--- src/rtl/seg_label_out_pkg.sv ---
// Shared fixed-point format constants and helpers for the segmentation
// pipeline back-end and the layer modules.
package seg_label_out_pkg;

    // Default fixed-point score format: sign-inclusive integer bits and fraction bits
    localparam int FIXED_INT_BITW  = 5;
    localparam int FIXED_FRAC_BITW = 8;

    // Number of class scores per pixel and the width of a class index
    localparam int UNIT_NUM   = 4;
    localparam int LABEL_BITW = 2;

    // Histogram synchroniser states
    typedef enum logic {
        UNSYNC,
        COUNT
    } hist_state_t;

    // Bits needed to hold the values 0 .. value-1; never less than one bit
    function automatic int log2(input int value);
        int bits;
        int rest;
        bits = 0;
        if (value <= 1) begin
            return 1;
        end
        rest = value - 1;
        while (rest > 0) begin
            bits = bits + 1;
            rest = rest >> 1;
        end
        return bits;
    endfunction

endpackage

--- src/rtl/seg_label_out_delay.sv ---
// Fixed-latency register chain used to keep side-band data aligned with a
// pipelined datapath.
module delay
    import seg_label_out_pkg::*;
#(
    parameter int BIT_WIDTH = 1,
    parameter int LATENCY   = 1
) (
    input  logic                 clock,
    input  logic                 n_rst,
    input  logic [BIT_WIDTH-1:0] in_data,
    output logic [BIT_WIDTH-1:0] out_data
);

    logic [BIT_WIDTH-1:0] stages [LATENCY];

    // Shift the input through LATENCY registers, cleared on reset
    always_ff @(posedge clock or negedge n_rst) begin
        if (!n_rst) begin
            for (int i = 0; i < LATENCY; i++) begin
                stages[i] <= '0;
            end
        end else begin
            stages[0] <= in_data;
            for (int i = 1; i < LATENCY; i++) begin
                stages[i] <= stages[i-1];
            end
        end
    end

    assign out_data = stages[LATENCY-1];

endmodule

--- src/rtl/seg_label_out_fixed_to_uint.sv ---
// Combinational conversion of a signed fixed-point score into an unsigned
// confidence: negatives clamp to zero, large values saturate, and narrower
// outputs are rounded half-up from the fraction.
module fixed_to_uint
    import seg_label_out_pkg::*;
#(
    parameter int INT_BITW   = FIXED_INT_BITW,
    parameter int FRAC_BITW  = FIXED_FRAC_BITW,
    parameter int UINT_BITW  = 8,
    localparam int FIXED_BITW = INT_BITW + FRAC_BITW
) (
    input  logic [FIXED_BITW-1:0] score,
    output logic [UINT_BITW-1:0]  conf
);

    if (UINT_BITW == FRAC_BITW) begin : g_direct
        // Output is the raw fraction; any integer bit set means the value is >= 1.0
        always_comb begin
            conf = '0;
            if (score[FIXED_BITW-1]) begin
                conf = '0;
            end else if (score[FIXED_BITW-1:FRAC_BITW] != '0) begin
                conf = '1;
            end else begin
                conf = score[UINT_BITW-1:0];
            end
        end
    end else begin : g_round
        localparam int SHIFT = FRAC_BITW - UINT_BITW - 1;

        logic [FIXED_BITW-1:0] shifted;
        logic [FIXED_BITW:0]   rounded;

        // Keep one guard bit, add half an LSB, drop the guard bit, then saturate
        always_comb begin
            shifted = score >> SHIFT;
            rounded = ({1'b0, shifted} + (FIXED_BITW + 1)'(1)) >> 1;
            conf    = '0;
            if (score[FIXED_BITW-1]) begin
                conf = '0;
            end else if (rounded[FIXED_BITW:UINT_BITW] != '0) begin
                conf = '1;
            end else begin
                conf = rounded[UINT_BITW-1:0];
            end
        end
    end

endmodule

--- src/rtl/seg_label_out.sv ---
// Segmentation back-end: per-pixel argmax over four fixed-point class scores
// with a uint confidence, coordinates delayed to match, and a per-frame class
// histogram published at the last raster position of each frame.
module seg_label_out
    import seg_label_out_pkg::*;
#(
    parameter int HEIGHT    = -1,
    parameter int WIDTH     = -1,
    parameter int W_HEIGHT  = -1,
    parameter int W_WIDTH   = -1,
    parameter int UINT_BITW = 8,
    parameter int INT_BITW  = FIXED_INT_BITW,
    parameter int FRAC_BITW = FIXED_FRAC_BITW,
    localparam int FIXED_BITW = INT_BITW + FRAC_BITW,
    localparam int V_BITW     = log2(W_HEIGHT),
    localparam int H_BITW     = log2(W_WIDTH),
    localparam int CNT_BITW   = log2(W_HEIGHT * W_WIDTH + 1)
) (
    input  logic                             clock,
    input  logic                             n_rst,
    input  logic [0:FIXED_BITW*UNIT_NUM-1]   in_pixels,
    input  logic [V_BITW-1:0]                in_vcnt,
    input  logic [H_BITW-1:0]                in_hcnt,
    output logic [LABEL_BITW-1:0]            out_label,
    output logic [UINT_BITW-1:0]             out_conf,
    output logic [V_BITW-1:0]                out_vcnt,
    output logic [H_BITW-1:0]                out_hcnt,
    output logic [0:CNT_BITW*UNIT_NUM-1]     out_hist,
    output logic                             out_hist_valid
);

    localparam logic [V_BITW-1:0] LAST_V = V_BITW'(W_HEIGHT - 1);
    localparam logic [H_BITW-1:0] LAST_H = H_BITW'(W_WIDTH - 1);

    // HEIGHT/WIDTH only describe the visible image; the raster bounds drive the
    // logic. A visible image larger than the raster elaborates this marker block.
    if ((HEIGHT > W_HEIGHT) || (WIDTH > W_WIDTH)) begin : g_geometry_exceeds_raster
    end

    logic signed [FIXED_BITW-1:0] score [UNIT_NUM];

    logic signed [FIXED_BITW-1:0] m01_score;
    logic signed [FIXED_BITW-1:0] m23_score;
    logic [LABEL_BITW-1:0]        m01_idx;
    logic [LABEL_BITW-1:0]        m23_idx;

    logic signed [FIXED_BITW-1:0] s2_score;
    logic [LABEL_BITW-1:0]        s2_label;

    logic [UINT_BITW-1:0]         conf_next;
    logic [2:0]                   fill;
    logic                         primed;

    logic [V_BITW+H_BITW-1:0]     coord_out;

    hist_state_t                  state;
    logic [CNT_BITW-1:0]          cnt       [UNIT_NUM];
    logic [CNT_BITW-1:0]          label_hit [UNIT_NUM];
    logic                         first_pixel;
    logic                         last_pixel;

    for (genvar k = 0; k < UNIT_NUM; k++) begin : g_unit
        assign score[k] = in_pixels[k*FIXED_BITW +: FIXED_BITW];
    end

    // Stage 1: pairwise maxima; strict compare keeps the lower index on ties
    always_ff @(posedge clock or negedge n_rst) begin
        if (!n_rst) begin
            m01_score <= '0;
            m01_idx   <= '0;
            m23_score <= '0;
            m23_idx   <= '0;
        end else begin
            if (score[1] > score[0]) begin
                m01_score <= score[1];
                m01_idx   <= LABEL_BITW'(1);
            end else begin
                m01_score <= score[0];
                m01_idx   <= LABEL_BITW'(0);
            end
            if (score[3] > score[2]) begin
                m23_score <= score[3];
                m23_idx   <= LABEL_BITW'(3);
            end else begin
                m23_score <= score[2];
                m23_idx   <= LABEL_BITW'(2);
            end
        end
    end

    // Stage 2: final maximum; the upper pair must be strictly larger to win
    always_ff @(posedge clock or negedge n_rst) begin
        if (!n_rst) begin
            s2_score <= '0;
            s2_label <= '0;
        end else if (m23_score > m01_score) begin
            s2_score <= m23_score;
            s2_label <= m23_idx;
        end else begin
            s2_score <= m01_score;
            s2_label <= m01_idx;
        end
    end

    fixed_to_uint #(
        .INT_BITW  (INT_BITW),
        .FRAC_BITW (FRAC_BITW),
        .UINT_BITW (UINT_BITW)
    ) u_conf (
        .score (s2_score),
        .conf  (conf_next)
    );

    // Stage 3: register the label and the converted confidence
    always_ff @(posedge clock or negedge n_rst) begin
        if (!n_rst) begin
            out_label <= '0;
            out_conf  <= '0;
        end else begin
            out_label <= s2_label;
            out_conf  <= conf_next;
        end
    end

    delay #(
        .BIT_WIDTH (V_BITW + H_BITW),
        .LATENCY   (3)
    ) u_coord_delay (
        .clock    (clock),
        .n_rst    (n_rst),
        .in_data  ({in_vcnt, in_hcnt}),
        .out_data (coord_out)
    );

    assign {out_vcnt, out_hcnt} = coord_out;

    // Fill marker: all ones once real pixels have reached the output registers
    always_ff @(posedge clock or negedge n_rst) begin
        if (!n_rst) begin
            fill <= '0;
        end else begin
            fill <= {fill[1:0], 1'b1};
        end
    end

    assign primed      = fill[2];
    assign first_pixel = (out_vcnt == '0) && (out_hcnt == '0);
    assign last_pixel  = (out_vcnt == LAST_V) && (out_hcnt == LAST_H);

    // One-hot increment vector for the class currently at the output
    always_comb begin
        for (int k = 0; k < UNIT_NUM; k++) begin
            label_hit[k] = (out_label == LABEL_BITW'(k)) ? CNT_BITW'(1) : '0;
        end
    end

    // Histogram FSM: wait for a frame start, then count and publish every frame
    always_ff @(posedge clock or negedge n_rst) begin
        if (!n_rst) begin
            state          <= UNSYNC;
            out_hist       <= '0;
            out_hist_valid <= 1'b0;
            for (int k = 0; k < UNIT_NUM; k++) begin
                cnt[k] <= '0;
            end
        end else begin
            out_hist_valid <= 1'b0;
            case (state)
                UNSYNC: begin
                    if (primed && first_pixel) begin
                        state <= COUNT;
                        for (int k = 0; k < UNIT_NUM; k++) begin
                            cnt[k] <= label_hit[k];
                        end
                    end
                end
                COUNT: begin
                    if (last_pixel) begin
                        out_hist_valid <= 1'b1;
                        for (int k = 0; k < UNIT_NUM; k++) begin
                            out_hist[k*CNT_BITW +: CNT_BITW] <= cnt[k] + label_hit[k];
                            cnt[k] <= '0;
                        end
                    end else begin
                        for (int k = 0; k < UNIT_NUM; k++) begin
                            cnt[k] <= cnt[k] + label_hit[k];
                        end
                    end
                end
                default: begin
                    state <= UNSYNC;
                end
            endcase
        end
    end

endmodule
--- config.mk ---
export PLATFORM = sky130hd
export DESIGN_NAME = seg_label_out
export DESIGN_NICKNAME = d
export VERILOG_FILES = /design/src/rtl/seg_label_out_pkg.sv /design/src/rtl/seg_label_out_delay.sv /design/src/rtl/seg_label_out_fixed_to_uint.sv /design/src/rtl/seg_label_out.sv
export SDC_FILE = /design/constraint.sdc
export NUM_CORES = 1
export LEC_CHECK = 0
export BUFFER_PORTS_ARGS = -buffer_cell sky130_fd_sc_hd__buf_2
export CELL_PAD_IN_SITES_DETAIL_PLACEMENT = 1
export CELL_PAD_IN_SITES_GLOBAL_PLACEMENT = 2
export CORE_MARGIN = 2
export CORE_UTILIZATION = 32
export DETAILED_ROUTE_END_ITERATION = 8
export HOLD_SLACK_MARGIN = 0.1
export PLACE_DENSITY_LB_ADDON = 0.1
export SETUP_SLACK_MARGIN = 0.2
export SYNTH_ARGS = -nofsm -noshare
export SYNTH_HDL_FRONTEND = slang
export SYNTH_HIERARCHICAL = 1
export SYNTH_SLANG_ARGS = --single-unit
--- constraint.sdc ---
create_clock -name clock -period 2.3 [get_ports clock]
set_clock_uncertainty 0.2 [all_clocks]
set_input_delay 0.115 -clock clock [delete_from_list [all_inputs] [get_ports clock]]
set_output_delay 0.115 -clock clock [all_outputs]
set_load 0.05 [all_outputs]
==> impl_metrics.csv, run 1 <==
group,metric,value,unit
layout,final_common_cell,"buf_4",
logic_synthesis,synth_compound_area_frac,0.2022,
placed_design,io_buffers,72,
placed_design,placed_cell_area,0.005411,mm2
logic_synthesis,synth_xor_xnor_area_share,0.008067,
logic_synthesis,synth_adder_area_share,0.1124,
die,rows,42,
power,power.density,898.3,mW/mm2
sta,fmax,410.5,MHz
sta,final-hold-violation-count,0,
global_route,grt_pass1_wl,22490,um
die,die_w,120.5,um
placed_design,pre_cts_slack,-128.6,ps
routing,ant_nets,0,
clocking,numCtsBuffers,9,
layout,area_growth,53.41,%
layout,design_area,0.006663,mm2
logic_synthesis,synth-warning-count,6,
min_path,min_to,"m23_score[2]",
global_route,overflow,0,
sta,finalCriticalPeriod,2436,ps
die,ioPinCount,73,
sta,setup_ws,-135.9,ps
clocking,cts_sinks,72,
clocking,clk_pin_slew,60,ps
sta,setup_violations,14,
clocking,clk_latency,330,ps
logic_synthesis,synth_seq_area_share,0.4149,
logic_synthesis,synth_fp_nets,540,
layout,final_cell_mix,"83 x buf_4, 72 x buf_2, 70 x dfrtp_1, 57 x dlygate4sd3_1, 45 x inv_1",
die,die-area,0.01452,mm2
logic_synthesis,synth_area,0.004343,mm2
layout,finalCoreUtilization,0.5031,
worst_setup_path,critPathMaxStageDelay,430,ps
logic_synthesis,ys_seq_elements,72,
worst_setup_path,start_kind,"flop",
layout,fin_nets,746,
global_route,grt_max_degree,26,
logic_synthesis,synth_top_family_by_area,"compound AO/OA/AOI/OAI gates",
layout,n_antenna_cell,0,
worst_setup_path,cp.depth,9,
sta,fin_setup_tns,-1503,ps
logic_synthesis,synthSimpleGateAreaFrac,0.1239,
status,status,"finished, violations left",
global_route,antenna_found_initial,0,
power,worst_ir_drop_vdd,0.4024,mV
worst_setup_path,cpMostUsedCell,"buf_4",
global_route,grt_usage,0.1945,
worst_setup_path,critical_path_arrival,2430,ps
worst_setup_path,r2r_slack,-140,ps
worst_setup_path,reg2reg_to,"s2_score[11]",
worst_setup_path,rr_startpoint,"m23_score[12]",
clocking,clk_path_buf_depth,2,
layout,layout-drive-gt1-share,0.3582,
worst_setup_path,cp_slowest_cell,"dfrtp_1",
logic_synthesis,synth-async-reset-ratio,1.000,
routing,drt_first_pass_iters,4,
sta,hold_ws,72.27,ps
worst_setup_path,criticalPathCategory,"flop to flop",
sta,rsz0062_at_grt,"true",
worst_setup_path,worstPathMaxFanout,9,
clocking,cts_tree,"built",
routing,drt-initial-drc-count,121,
sta,tightest_slew,727.0,ps
logic_synthesis,synth_cell_types,46,
sta,post-route-period-util,1.059,
routing,totalWireLength,13470,um
die,floorplan.initialDensity,0.3279,
worst_setup_path,reg2reg_depth,9,
routing,drc_errors,0,
status,violations,"negative setup slack",
routing,vias,4177,
power,p_leak,0.003172,uW
worst_setup_path,endpoint_kind,"flop",
clocking,htree_num_levels,3,
placed_design,dp_hpwl,9658,um
worst_setup_path,crit_buf_inv,3,
die,fp.dieH,120.5,um
min_path,hold-path-cell-count,4,
worst_setup_path,cp_data_required_time,2290,ps
clocking,cts-root-buf,"clkbuf_16",
logic_synthesis,muxShareOfSynthArea,0.06511,
global_route,grt_pass1_vias,4525,
die,core_region_area,0.01324,mm2
layout,multi_input_area,0.002464,mm2
job,maxCapViolCount,0,
min_path,min_from,"in_pixels[36]",
sta,maxSlewHeadroom,0.5102,
logic_synthesis,syn_area_per_cell,9.759,um2
worst_setup_path,critical_path.top_delay_family,"buffers and inverters",
worst_setup_path,crit_chain,"ha_4 > nand4_1 > buf_4 > buf_4 > nand2b_2 > a31oi_4 > buf_6 > nand2b_4 > a22oi_1",
logic_synthesis,synth_edf_count,0,
min_path,hold_path_class,"input port to flop",
logic_synthesis,synth_top_flop_cell,"dfrtp_1",
routing,viasPerCell,5.020,
logic_synthesis,syn_inst,445,
layout,seq_area,0.001804,mm2
placed_design,gp_congestion,0.7694,
sta,finalMaxSlewViolations,0,
layout,nFillCells,1520,
routing,wire_per_inst,16.19,um
[state kept, by name (all words and copies together) (netlist names)]
signal / flops
m01_idx: 1
cnt: 4
out_label: 2
m23_idx: 1
out_hist_valid: 1
state: 1
m23_score: 13
out_conf: 8
s2_label: 2
u_coord_delay/out_data: 2
u_coord_delay/stages: 4
s2_score: 13
fill: 3
out_hist: 4
m01_score: 13
[cell families (layout without fill, tap and decap cells)]
kind of cell | count (synthesis) | after routing
xor gates and xnor gates | 4 | 4
DFF | 72 | 72
other | 1 | 1
buffers and inverters | 76 | 287
adders and majority gates | 39 | 39
muxes | 27 | 27
AOI/OAI and AO/OA | 124 | 124
and+or+nand+nor | 102 | 102
[synthesized netlist by cell type, types with 4 or more instances]
library cell  number  share of area
mux2_2             6          0.016
buf_2              9          0.010
dfrtp_1           72           0.41
mux2i_1           20          0.046
a221o_1           20          0.046
nand2_1           24          0.021
a22oi_1           12          0.021
nor2b_1            6         0.0086
nor2_1            15          0.013
clkbuf_1           9         0.0078
ha_1              39           0.11
inv_1             51          0.044
nand4_1            9          0.013
nand2b_1          15          0.022
a32o_1             4         0.0092
nand3_1           17          0.020
and3_1             5         0.0072
o32ai_1           15          0.030
a21oi_1           38          0.044
xnor2_1            4         0.0081
and2_1             4         0.0058
o21ai_0           17          0.020
[final cells by class]
| class | instances | area share |
|---|---|---|
| well taps | 176 | 0.03305 |
| clock inverters | 7 | 0.01446 |
| flip-flops and latches | 72 | 0.2708 |
| repair buffers | 218 | 0.2460 |
| inverters | 53 | 0.03211 |
| clock buffers | 9 | 0.03380 |
| multi-input cells | 297 | 0.3698 |
[where the power goes]
group | switching, uW | internal (uW) | total, uW
Combinational | 1480 | 1180 | 2650
Clock | 523 | 948 | 1470
Sequential | 223 | 1640 | 1860
Total | 2220 | 3760 | 5990
[stage by stage]
step / power, uW / std cells
after floorplan: 3380 / 445
after global placement: 4061 / 738
after detailed placement: 4139 / 738
after CTS: 5911 / 819
after global routing: 6378 / 832
final: 5985 / 832
[what timing repair did]
action,CTS,global route
endpoints found under the setup margin,15,21
hold buffers,53,4
cloned,1,0
endpoints found under the hold margin,78,2
buffers inserted,11,9
gates resized for setup,31,11
pin swaps,16,6
[tightest hold or removal path: cells and delay by family]
kind	cells	cell delay, ps
AOI/OAI and AO/OA	2	320
buffers and inverters	2	120
[per-layer routing]
metal,track usage,routed length [um],vias to the layer above
met5,0,0,-
met1,0.2462,6057,2058
li1,-,-,2039
met4,0.05596,176,0
met2,0.3471,6882,65
met3,0.02358,351,15
[worst max path at each step]
stage | start | to | slack, ps
detailed placement | in_pixels[8] | m01_score[8] | -130
CTS | m01_score[4] | s2_score[0] | -30
global route | m23_score[12] | s2_score[5] | -220
floorplan | m01_score[12] | s2_label[0] | 90
finish | m23_score[12] | s2_score[11] | -140
global placement | in_pixels[8] | m01_score[8] | -70
Note: power is estimated with default switching activity, not from simulation.
==> run 2, diff against run 1 <==
- CELL_PAD_IN_SITES_DETAIL_PLACEMENT: 1 -> not set
- CELL_PAD_IN_SITES_GLOBAL_PLACEMENT: 2 -> not set
- CORE_UTILIZATION: 32 -> 51
- HOLD_SLACK_MARGIN: 0.1 -> 0.03
- PLACE_DENSITY: not set -> 0.76
- PLACE_DENSITY_LB_ADDON: 0.1 -> not set
==> impl_metrics.csv, run 2 (synthesis results as in run 1) <==
group,metric,value,unit
clocking,clk_path_buf_depth,2,
sta,rsz0062_at_grt,"true",
global_route,grt_max_degree,46,
worst_setup_path,crit_start,"m01_score[7]",
routing,drt-initial-drc-count,304,
layout,final_cell_mix,"71 x buf_2, 69 x dfrtp_1, 54 x dlygate4sd3_1, 49 x buf_4, 43 x inv_1",
layout,fin_nets,710,
power,p_seq_frac,0.343,
power,worst_ir_drop_vdd,0.4325,mV
clocking,clk_pin_slew,90,ps
worst_setup_path,endpoint,"s2_score[12]",
sta,maxSlewHeadroom,0.5085,
placed_design,io_buffers,72,
global_route,antenna_found_initial,0,
clocking,numCtsBuffers,9,
layout,reg.largest.list,"m01_score (13), m23_score (13), s2_score (13)",
routing,wire_per_inst,17.16,um
clocking,clk_latency,350,ps
min_path,hold_path_class,"input port to flop",
die,rows,33,
routing,totalWireLength,12440,um
sta,fmax,412.5,MHz
sta,setup_violations,13,
placed_design,placed_cell_area,0.005085,mm2
job,maxCapViolCount,0,
die,core_region_area,0.008217,mm2
die,die_w,96.28,um
die,floorplan.initialDensity,0.5286,
sta,fin_setup_tns,-528.7,ps
clocking,cts_sinks,72,
power,intPower,3217,uW
global_route,grt_pass1_vias,4089,
sta,setup_ws,-124.1,ps
global_route,grt_pass1_wl,18350,um
clocking,htree_num_levels,3,
layout,final_common_cell,"buf_2",
global_route,overflow,0,
sta,finalCriticalPeriod,2424,ps
global_route,grt_usage,0.2572,
worst_setup_path,critical_path_arrival,2480,ps
power,power.density,866.5,mW/mm2
routing,drt_first_pass_iters,5,
clocking,cts-root-buf,"clkbuf_8",
clocking,cts_tree,"built",
status,status,"finished, violations left",
worst_setup_path,reg2reg_to,"s2_score[12]",
routing,vias,4238,
power,p_sw,2261,uW
layout,area_growth,45.58,%
sta,finalMaxSlewViolations,0,
power,combinationalPowerShare,0.488,
worst_setup_path,criticalPathCategory,"flop to flop",
placed_design,gp_congestion,0.8767,
power,clkPwrFrac,0.169,
sta,final-hold-violation-count,0,
layout,layout-drive-gt1-share,0.3565,
worst_setup_path,start_kind,"flop",
sta,hold_ws,55.45,ps
power,p_sw_frac,0.4128,
layout,n_antenna_cell,0,
worst_setup_path,worstPathMaxFanout,5,
worst_setup_path,r2r_slack,-120,ps
die,fp.dieH,96.28,um
power,p_leak,0.002942,uW
routing,ant_nets,0,
routing,drc_errors,0,
power,power.total,5478,uW
worst_setup_path,rr_startpoint,"m01_score[7]",
die,ioPinCount,73,
worst_setup_path,reg2reg_depth,9,
sta,post-route-period-util,1.054,
worst_setup_path,cp_data_required_time,2350,ps
status,violations,"negative setup slack",
layout,design_area,0.006322,mm2
die,die-area,0.009270,mm2
routing,viasPerCell,5.846,
placed_design,dp_hpwl,7740,um
sta,tightest_slew,729.6,ps
worst_setup_path,endpoint_kind,"flop",
run 2: changes by cell type in the layout (fill, tap and decap cells not counted), moves of 4 or more:
cell | previous run | this run
buf_4 | 83 | 49
clkbuf_16 | 9 | 0
clkbuf_8 | 0 | 9
ha_1 | 32 | 25
ha_4 | 7 | 14
a22oi_1 | 7 | 1
a22oi_2 | 5 | 11
mux2i_1 | 20 | 16
mux2i_2 | 0 | 4
nand2b_4 | 2 | 6
run 2: layer usage:
layer,GRT usage,vias to the layer above,share of wire
li1,-,1960,-
met1,0.3014,2063,0.40
met2,0.4711,180,0.52
met3,0.04229,35,0.057
met4,0.09048,0,0.025
met5,0,-,0
run 2: how the worst min path moves through the flow:
stage | start | endpoint | depth (start not counted)
2_1_floorplan | n_rst | cnt[0] | 0
3_5_place_dp | n_rst | u_coord_delay/out_data[0] | 1
5_1_grt | in_pixels[38] | m23_score[0] | 4
3_3_place_gp | n_rst | u_coord_delay/out_data[1] | 1
4_1_cts | in_pixels[32] | m23_score[6] | 4
6_report | in_pixels[38] | m23_score[0] | 4
run 2: per-stage QoR:
step                utilization  setup WS, ps  cells
floorplan                     -         90.33    445
global placement         0.6189        -47.40    637
detailed placement       0.6189        -75.72    637
CTS                      0.7168        -23.24    711
global route             0.7695        -177.9    725
finish                   0.7695        -124.1    725
run 2: power by group through the flow:
stage               Combinational [uW]  Clock [uW]  Sequential (uW)
finish                            2670         926             1880
global route                      2850         995             1930
CTS                               2230         935             1860
detailed placement                2070           0             1890
global placement                  2000           0             1870
floorplan                         1130           0             2250
run 2: timing repair:
action	4_1_cts	5_1_grt
endpoints found under the hold margin	55	0
setup endpoints to repair	15	27
pin swaps	2	22
resized for setup	11	57
hold buffers	54	0
setup buffers	4	14
run 2: cell type report:
| class | count | area [um2] |
|---|---|---|
| clock buffer | 9 | 123.9 |
| inverter | 53 | 214.0 |
| clock inverter | 7 | 60.06 |
| sequential | 72 | 1805 |
| timing repair buffer | 182 | 1363 |
| multi-input combinational | 297 | 2625 |
| tap | 105 | 131.4 |
| fill | 528 | 1894 |
run 2: critical path, stage by stage (launching register included):
cell     delay [ps]
dfrtp_1         420
inv_2            70
ha_4            280
nand4_1         130
a311o_1         410
a31oi_4         280
buf_4           180
buf_6            90
a21oi_1          70
a22oi_2         200
